===== config.mk =====
export PLATFORM = sky130hd
export DESIGN_NAME = muldiv_sched_flat
export DESIGN_NICKNAME = d
export VERILOG_FILES = /design/src/rtl/muldiv_sched_if.sv /design/src/rtl/muldiv_sched.sv /design/src/flat_wrapper.sv
export SDC_FILE = /design/constraint.sdc
export NUM_CORES = 2
export LEC_CHECK = 0
export CAP_MARGIN = 20
export CORE_MARGIN = 2
export CORE_UTILIZATION = 50
export CTS_CLUSTER_SIZE = 14
export DETAILED_ROUTE_END_ITERATION = 12
export PLACE_DENSITY = 0.63
export SYNTH_ARGS = -nofsm -noshare
export SYNTH_HDL_FRONTEND = slang
export SYNTH_SLANG_ARGS = --single-unit

===== constraint.sdc =====
create_clock -name clk -period 20.3 [get_ports clk]
set_input_delay 4.06 -clock clk [delete_from_list [all_inputs] [get_ports clk]]
set_output_delay 4.06 -clock clk [all_outputs]
set_load 0.05 [all_outputs]

===== src/rtl/muldiv_sched_if.sv =====
// rtl/muldiv_sched_if.sv - E-stage handshake bundle for the HI/LO mul/div sequencer
//
// Purpose: groups the E-stage request, flush, stall and result signals of muldiv_sched.
// Signals:
//   startE, mulOrdivE, mdIsSignE, srcaE[31:0], srcbE[31:0], flushE : pipeline -> sequencer
//   stallE, busyE, doneE, hiE[31:0], loE[31:0]                     : sequencer -> pipeline
// Modports: master (pipeline side), slave (sequencer side).
interface muldiv_sched_if;
   logic        startE;
   logic        mulOrdivE;
   logic        mdIsSignE;
   logic [31:0] srcaE;
   logic [31:0] srcbE;
   logic        flushE;
   logic        stallE;
   logic        busyE;
   logic        doneE;
   logic [31:0] hiE;
   logic [31:0] loE;

   modport master (
      output startE, mulOrdivE, mdIsSignE, srcaE, srcbE, flushE,
      input  stallE, busyE, doneE, hiE, loE
   );

   modport slave (
      input  startE, mulOrdivE, mdIsSignE, srcaE, srcbE, flushE,
      output stallE, busyE, doneE, hiE, loE
   );
endinterface


===== src/rtl/muldiv_sched.sv =====
// rtl/muldiv_sched.sv - E-stage sequencer for the HI/LO multiply/divide resource
//
// Purpose: accepts mult/multu/div/divu in E, runs a fixed-latency multiply or a
// radix-2 restoring divide, stalls E until done and presents HI/LO for one cycle.
// Ports:
//   clk  : rising-edge clock
//   rst  : asynchronous reset, active-high
//   md   : muldiv_sched_if.slave (startE, mulOrdivE, mdIsSignE, srcaE, srcbE,
//          flushE in; stallE, busyE, doneE, hiE, loE out)
// Parameters: MUL_LAT (cycles in MUL, 1..7), DIV_ITERS (divide iterations, 32).
// Optional feature macro: MULDIV_EARLY_OUT_EN (divide early-out when |dividend| < |divisor|).
module muldiv_sched #(
   parameter int MUL_LAT   = 2,
   parameter int DIV_ITERS = 32
) (
   input  logic          clk,
   input  logic          rst,
   muldiv_sched_if.slave md
);

   typedef enum logic [1:0] {S_IDLE, S_MUL, S_DIV, S_DONE} state_t;

   state_t      state_q;
   logic [5:0]  cnt_q;
   logic [31:0] a_q, b_q;      // operands exactly as issued
   logic        sign_q;
   logic [31:0] rem_q;         // partial remainder
   logic [31:0] quo_q;         // dividend magnitude shifting out, quotient shifting in
   logic [31:0] dvs_q;         // divisor magnitude
   logic [31:0] hi_q, lo_q;
   logic        done_q;

   // Two's-complement magnitude; 0x80000000 yields 2^31 as an unsigned value.
   function automatic logic [31:0] mag(input logic [31:0] x, input logic s);
      return (s && x[31]) ? 32'(-x) : x;
   endfunction

   // Multiply datapath: full 64-bit product of the latched operands.
   logic [63:0] a_ext, b_ext, prod_d;
   always_comb begin
      a_ext  = sign_q ? {{32{a_q[31]}}, a_q} : {32'd0, a_q};
      b_ext  = sign_q ? {{32{b_q[31]}}, b_q} : {32'd0, b_q};
      prod_d = a_ext * b_ext;
   end

   // Restoring-divide step plus final sign fix-up, used on the last iteration.
   logic [32:0] rem_sh;
   logic        rem_ge;
   logic [31:0] rem_d, quo_d, hi_div_d, lo_div_d;
   always_comb begin
      rem_sh = {rem_q, quo_q[31]};
      rem_ge = rem_sh >= {1'b0, dvs_q};
      // The remainder is always below the divisor (<= 2^31), so 32 bits suffice.
      rem_d  = rem_ge ? (rem_sh[31:0] - dvs_q) : rem_sh[31:0];
      quo_d  = {quo_q[30:0], rem_ge};
      if (b_q == 32'd0) begin
         hi_div_d = a_q;
         lo_div_d = 32'hFFFF_FFFF;
      end else begin
         hi_div_d = (sign_q && a_q[31])           ? 32'(-rem_d) : rem_d;
         lo_div_d = (sign_q && (a_q[31] ^ b_q[31])) ? 32'(-quo_d) : quo_d;
      end
   end

`ifdef MULDIV_EARLY_OUT_EN
   // quo_q still holds |dividend| in the first DIV cycle.
   logic early_d;
   assign early_d = (cnt_q == 6'(DIV_ITERS - 1)) && (dvs_q != 32'd0) && (quo_q < dvs_q);
`endif

   always_ff @(posedge clk or posedge rst) begin
      if (rst) begin
         state_q <= S_IDLE;
         cnt_q   <= '0;
         a_q     <= '0;
         b_q     <= '0;
         sign_q  <= 1'b0;
         rem_q   <= '0;
         quo_q   <= '0;
         dvs_q   <= '0;
         hi_q    <= '0;
         lo_q    <= '0;
         done_q  <= 1'b0;
      end else begin
         done_q <= 1'b0;
         case (state_q)
            S_IDLE: begin
               if (md.startE && !md.flushE) begin
                  a_q    <= md.srcaE;
                  b_q    <= md.srcbE;
                  sign_q <= md.mdIsSignE;
                  rem_q  <= '0;
                  quo_q  <= mag(md.srcaE, md.mdIsSignE);
                  dvs_q  <= mag(md.srcbE, md.mdIsSignE);
                  if (md.mulOrdivE) begin
                     state_q <= S_DIV;
                     cnt_q   <= 6'(DIV_ITERS - 1);
                  end else begin
                     state_q <= S_MUL;
                     cnt_q   <= 6'(MUL_LAT - 1);
                  end
               end
            end
            S_MUL: begin
               if (md.flushE) begin
                  state_q <= S_IDLE;
                  cnt_q   <= '0;
               end else if (cnt_q == 6'd0) begin
                  {hi_q, lo_q} <= prod_d;
                  done_q       <= 1'b1;
                  state_q      <= S_DONE;
               end else begin
                  cnt_q <= cnt_q - 6'd1;
               end
            end
            S_DIV: begin
               if (md.flushE) begin
                  state_q <= S_IDLE;
                  cnt_q   <= '0;
`ifdef MULDIV_EARLY_OUT_EN
               end else if (early_d) begin
                  hi_q    <= a_q;
                  lo_q    <= '0;
                  done_q  <= 1'b1;
                  state_q <= S_DONE;
                  cnt_q   <= '0;
`endif
               end else if (cnt_q == 6'd0) begin
                  hi_q    <= hi_div_d;
                  lo_q    <= lo_div_d;
                  done_q  <= 1'b1;
                  state_q <= S_DONE;
               end else begin
                  rem_q <= rem_d;
                  quo_q <= quo_d;
                  cnt_q <= cnt_q - 6'd1;
               end
            end
            S_DONE: begin
               // startE here still belongs to the completing instruction.
               state_q <= S_IDLE;
            end
            default: state_q <= S_IDLE;
         endcase
      end
   end

   assign md.stallE = md.startE && (state_q != S_DONE) && !md.flushE;
   assign md.busyE  = (state_q == S_MUL) || (state_q == S_DIV);
   assign md.doneE  = done_q;
   assign md.hiE    = hi_q;
   assign md.loE    = lo_q;

endmodule


===== src/flat_wrapper.sv =====
// flat-port wrapper written by rule: the top's interface ports become plain ports
module muldiv_sched_flat 
#(
   parameter int MUL_LAT   = 2,
   parameter int DIV_ITERS = 32
)
  (clk, rst, md_startE, md_mulOrdivE, md_mdIsSignE, md_srcaE, md_srcbE, md_flushE, md_stallE, md_busyE, md_doneE, md_hiE, md_loE);
  muldiv_sched_if md_i ();
  input  logic clk;
  input  logic rst;
  input wire logic [$bits(md_i.startE)-1:0] md_startE;
  input wire logic [$bits(md_i.mulOrdivE)-1:0] md_mulOrdivE;
  input wire logic [$bits(md_i.mdIsSignE)-1:0] md_mdIsSignE;
  input wire logic [$bits(md_i.srcaE)-1:0] md_srcaE;
  input wire logic [$bits(md_i.srcbE)-1:0] md_srcbE;
  input wire logic [$bits(md_i.flushE)-1:0] md_flushE;
  output wire logic [$bits(md_i.stallE)-1:0] md_stallE;
  output wire logic [$bits(md_i.busyE)-1:0] md_busyE;
  output wire logic [$bits(md_i.doneE)-1:0] md_doneE;
  output wire logic [$bits(md_i.hiE)-1:0] md_hiE;
  output wire logic [$bits(md_i.loE)-1:0] md_loE;
  assign md_i.startE = md_startE;
  assign md_i.mulOrdivE = md_mulOrdivE;
  assign md_i.mdIsSignE = md_mdIsSignE;
  assign md_i.srcaE = md_srcaE;
  assign md_i.srcbE = md_srcbE;
  assign md_i.flushE = md_flushE;
  assign md_stallE = md_i.stallE;
  assign md_busyE = md_i.busyE;
  assign md_doneE = md_i.doneE;
  assign md_hiE = md_i.hiE;
  assign md_loE = md_i.loE;
  muldiv_sched #(.MUL_LAT(MUL_LAT), .DIV_ITERS(DIV_ITERS)) u_core (.clk(clk), .rst(rst), .md(md_i));
endmodule

==> summary.md <==
| Metric | Value |
|---|---|
| DRC | `6` |
| Fillers | `11400` |
| Number of global-route vias before repair | `49900` |
| Simple-gate portion of the synthesized area | `14.1%` |
| Total clock sinks | `233` |
| Synth Cell Area | `0.0624 mm^2` |
| Req. time, crit path | `20.72 ns` |
| CTS tree | `done` |
| Mapped Cells | `~6800` |
| Setup CP Type | `register to register` |
| Share of cells above drive strength 1 | `3.58%` |
| Via count | `46200` |
| Final Max Tran Viols | `0` |
| Tightest Pin Transition | `around 1.0 ns` |
| Run status | `complete, but fails checks` |
| Antenna viol nets, final | `0` |
| Hold Startpoint | `u_core.dvs_q[24]$_DFFE_PP0P_` |
| Post-synth top area share | `45.6%` |
| Combinational family with the most area after synthesis | `adder cells` |
| Worst skew pair latency | `about 0.57 ns` |
| Io pins | `137` |
| Die width | `357 um` |
| Final setup fails | `0` |
| Top post-synthesis cells by area | `fa_1 (46%), inv_1 (9.4%), dfrtp_1 (9.3%)` |
| Compound-Gate Fraction of Synth Area | `approximately 7.4%` |
| Grt total ovfl | `0` |
| Final RePlAce weighted congestion | `0.973` |
| Final wirelength | `~190000 um` |
| Clock Pin Slew Worst Setup and Hold Paths | `0.07 ns` |
| Critical Path Max Stage Delay | `0.89 ns` |
| FMAX | `90.0 MHz` |
| Final-report hold violation count | `0` |
| Sequential element share of the synthesized area | `9.34%` |
| Setup crit start kind | `register` |
| Chip Height | `approximately 360 um` |
| Critical path capture point type | `register` |
| Initial core utilization | `between 50% and 60%` |
| Reg-to-reg critical path startpoint | `u_core.sign_q$_DFFE_PP0P_` |
| Via density | `roughly 5.5` |
| Std-Cell Rows | `129` |
| Hold buffer count at CTS | `0` |
| GRT Total Usage | `31.5%` |
| Max Cap Violations | `0` |
| Resized Gates After CTS | `0` |
| Initial drt markers | `3961` |
| Post-DP HPWL | `152000 um` |
| Final Util | `53.4%` |
| Async SR Flop Fraction | `between 90% and 100%` |
| Pre-CTS setup slack | `9.27 ns` |
| Post-synthesis mux area share | `between 1.5 and 2%` |
| Die area | `0.128 mm^2` |
| P&R area growth vs syn | `5.84%` |
| Count of different cell masters after synthesis | `89` |
| CTS Buffer Depth | `3` |
| FF+latch count, synth | `around 230` |
| Pin count of the biggest net entering global routing | `125` |
| Syn_area_per_cell | `approximately 9.2 um^2` |
| CP arrival | `11.53 ns` |
| Violated checks | `DRC` |
| Wirelength per Cell | `23.1 um` |
| Core Area | `between 0.1 and 0.15 mm^2` |
| HP Class | `register to register` |
| First-pass GRT wire length | `around 300000 um` |
| TNS Setup | `0 ns` |
| Final min period | `between 10 and 15 ns` |
| Yosys warning total | `0` |
| Most used cell, CP | `fa_1` |
| Slew headroom | `a little under a third` |
| Worst Slack Setup Final | `between 9 and 10 ns` |
| Drt first pass iters | `10` |
| Commonest non-fill, non-tap cell in the layout | `inv_1` |
| Synth Flop Type | `dfrtp_1` |
| Synth Area in XOR/XNOR | `3.47%` |
| CP max stage cell | `fa_1` |
| Setup bufs post-CTS | `0` |
| Initial antenna violation count | `11` |
| RSZ-0062 raised after global routing | `false` |
| Layout Nets | `8533` |
| Adder-cell share of the synthesized area | `52.7%` |
| Cts bufs inserted | `23` |
| H-tree depth | `1` |
| Commonest non-fill, non-tap cells in the layout | `inv_1 (1569), fa_1 (1420), nand2_1 (760), and2_1 (603), ha_1 (351)` |
| Origin of the worst setup path | `u_core.sign_q$_DFFE_PP0P_` |
| Tcrit/Tclk final | `54.7%` |
| Syn Nets | `8619` |
| Critical-path maximum fanout | `25` |
| Number of port buffers | `136` |
| EDFF count, synth | `0` |
| Root buffer cell | `clkbuf_16` |
| Skew final | `0.0298 ns` |
| Post-synth top area cell | `fa_1` |
critical path: cells and delay by family (launching register included):
kind                       cells  cell delay [ns]
adders and majority gates     11             6.06
and+or+nand+nor                5             1.23
DFF                            1             0.33
buffers and inverters          7             1.46
AOI/OAI and AO/OA              8             1.65
xor gates and xnor gates       1             0.21
per-stage QoR:
stage / hold slack [ns] / area, um^2 / cells
2_1_floorplan: 0.439 / 62400 / 6777
3_3_place_gp: 0.461 / 65200 / 8299
3_5_place_dp: 0.464 / 65200 / 8300
4_1_cts: 0.482 / 66000 / 8340
5_1_grt: 0.501 / 66000 / 8344
6_report: 0.477 / 66000 / 8346
cell usage after synthesis, drive strengths merged (13+ instances only):
cell / instances
xor2: 90
nand4: 14
mux2: 60
buf: 30
nor4: 29
a31oi: 18
dfrtp: 233
nor2b: 19
and3: 36
and2: 605
nand2: 763
nand2b: 16
o21bai: 14
o21ai: 271
o22ai: 34
a21oi: 194
nor2: 177
inv: 1571
o31ai: 22
nand3: 36
a221oi: 16
clkbuf: 307
ha: 352
nor3: 40
mux2i: 27
o21a: 17
a21o: 45
o211ai: 13
or3: 18
fa: 1420
a211oi: 16
xnor2: 157
per-layer routing:
metal | track usage (%) | wire length [um]
met1 | 40.9 | 75300
met2 | 52.8 | 93000
met3 | 4.40 | 13900
met4 | 13.9 | 10600
met5 | 0 | 0
worst paths after layout:
kind                            slack [ns]                            end  cells after the start
worst max-delay path                  9.19  u_core.md.hiE[28]$_DFFE_PP0P_                     32
worst min-delay path                  0.48   u_core.dvs_q[24]$_DFFE_PP0P_                      2
worst max register to register        9.19  u_core.md.hiE[28]$_DFFE_PP0P_                     32
worst min register to register        0.48   u_core.dvs_q[24]$_DFFE_PP0P_                      2
max in group asynchronous            14.95  u_core.md.loE[13]$_DFFE_PP0P_                      3
min in group asynchronous             4.04     u_core.b_q[28]$_DFFE_PP0P_                      2
state kept, by name, indices dropped and copies added (netlist names):
register         cells
u_core.a_q          32
u_core.md.hiE       32
u_core.quo_q        32
u_core.dvs_q        32
u_core.cnt_q         6
u_core.state_q       2
u_core.md.loE       32
u_core.md.doneE      1
u_core.rem_q        32
u_core.b_q          31
u_core.sign_q        1
cells by family (layout without fill, tap and decap cells):
logic type | after synthesis | in the layout
AO/OA/AOI/OAI | 744 | 744
adder cells (fa/ha/maj) | 1776 | 1776
multiplexers | 87 | 87
AND/OR/NAND/NOR | 1782 | 1782
flip-flops | 233 | 233
XOR/XNOR | 247 | 247
other | 0 | 3
buffers and inverters | 1908 | 1837
final cells by class:
class	instances	area [um^2]	share of cell area, %
clock buffer	31	636	0.962
tap	1637	2050	3.10
timing repair buffer	226	2060	3.12
clock inverter	9	129	0.195
sequential	233	5840	8.84
inverter	1571	5900	8.94
antenna	3	7.51	0.0114
multi-input combinational	4636	49400	74.8
Power is left out: the tool's default activity adds up to more than one toggle a clock period on the data nets, which glitch-free logic cannot reach.
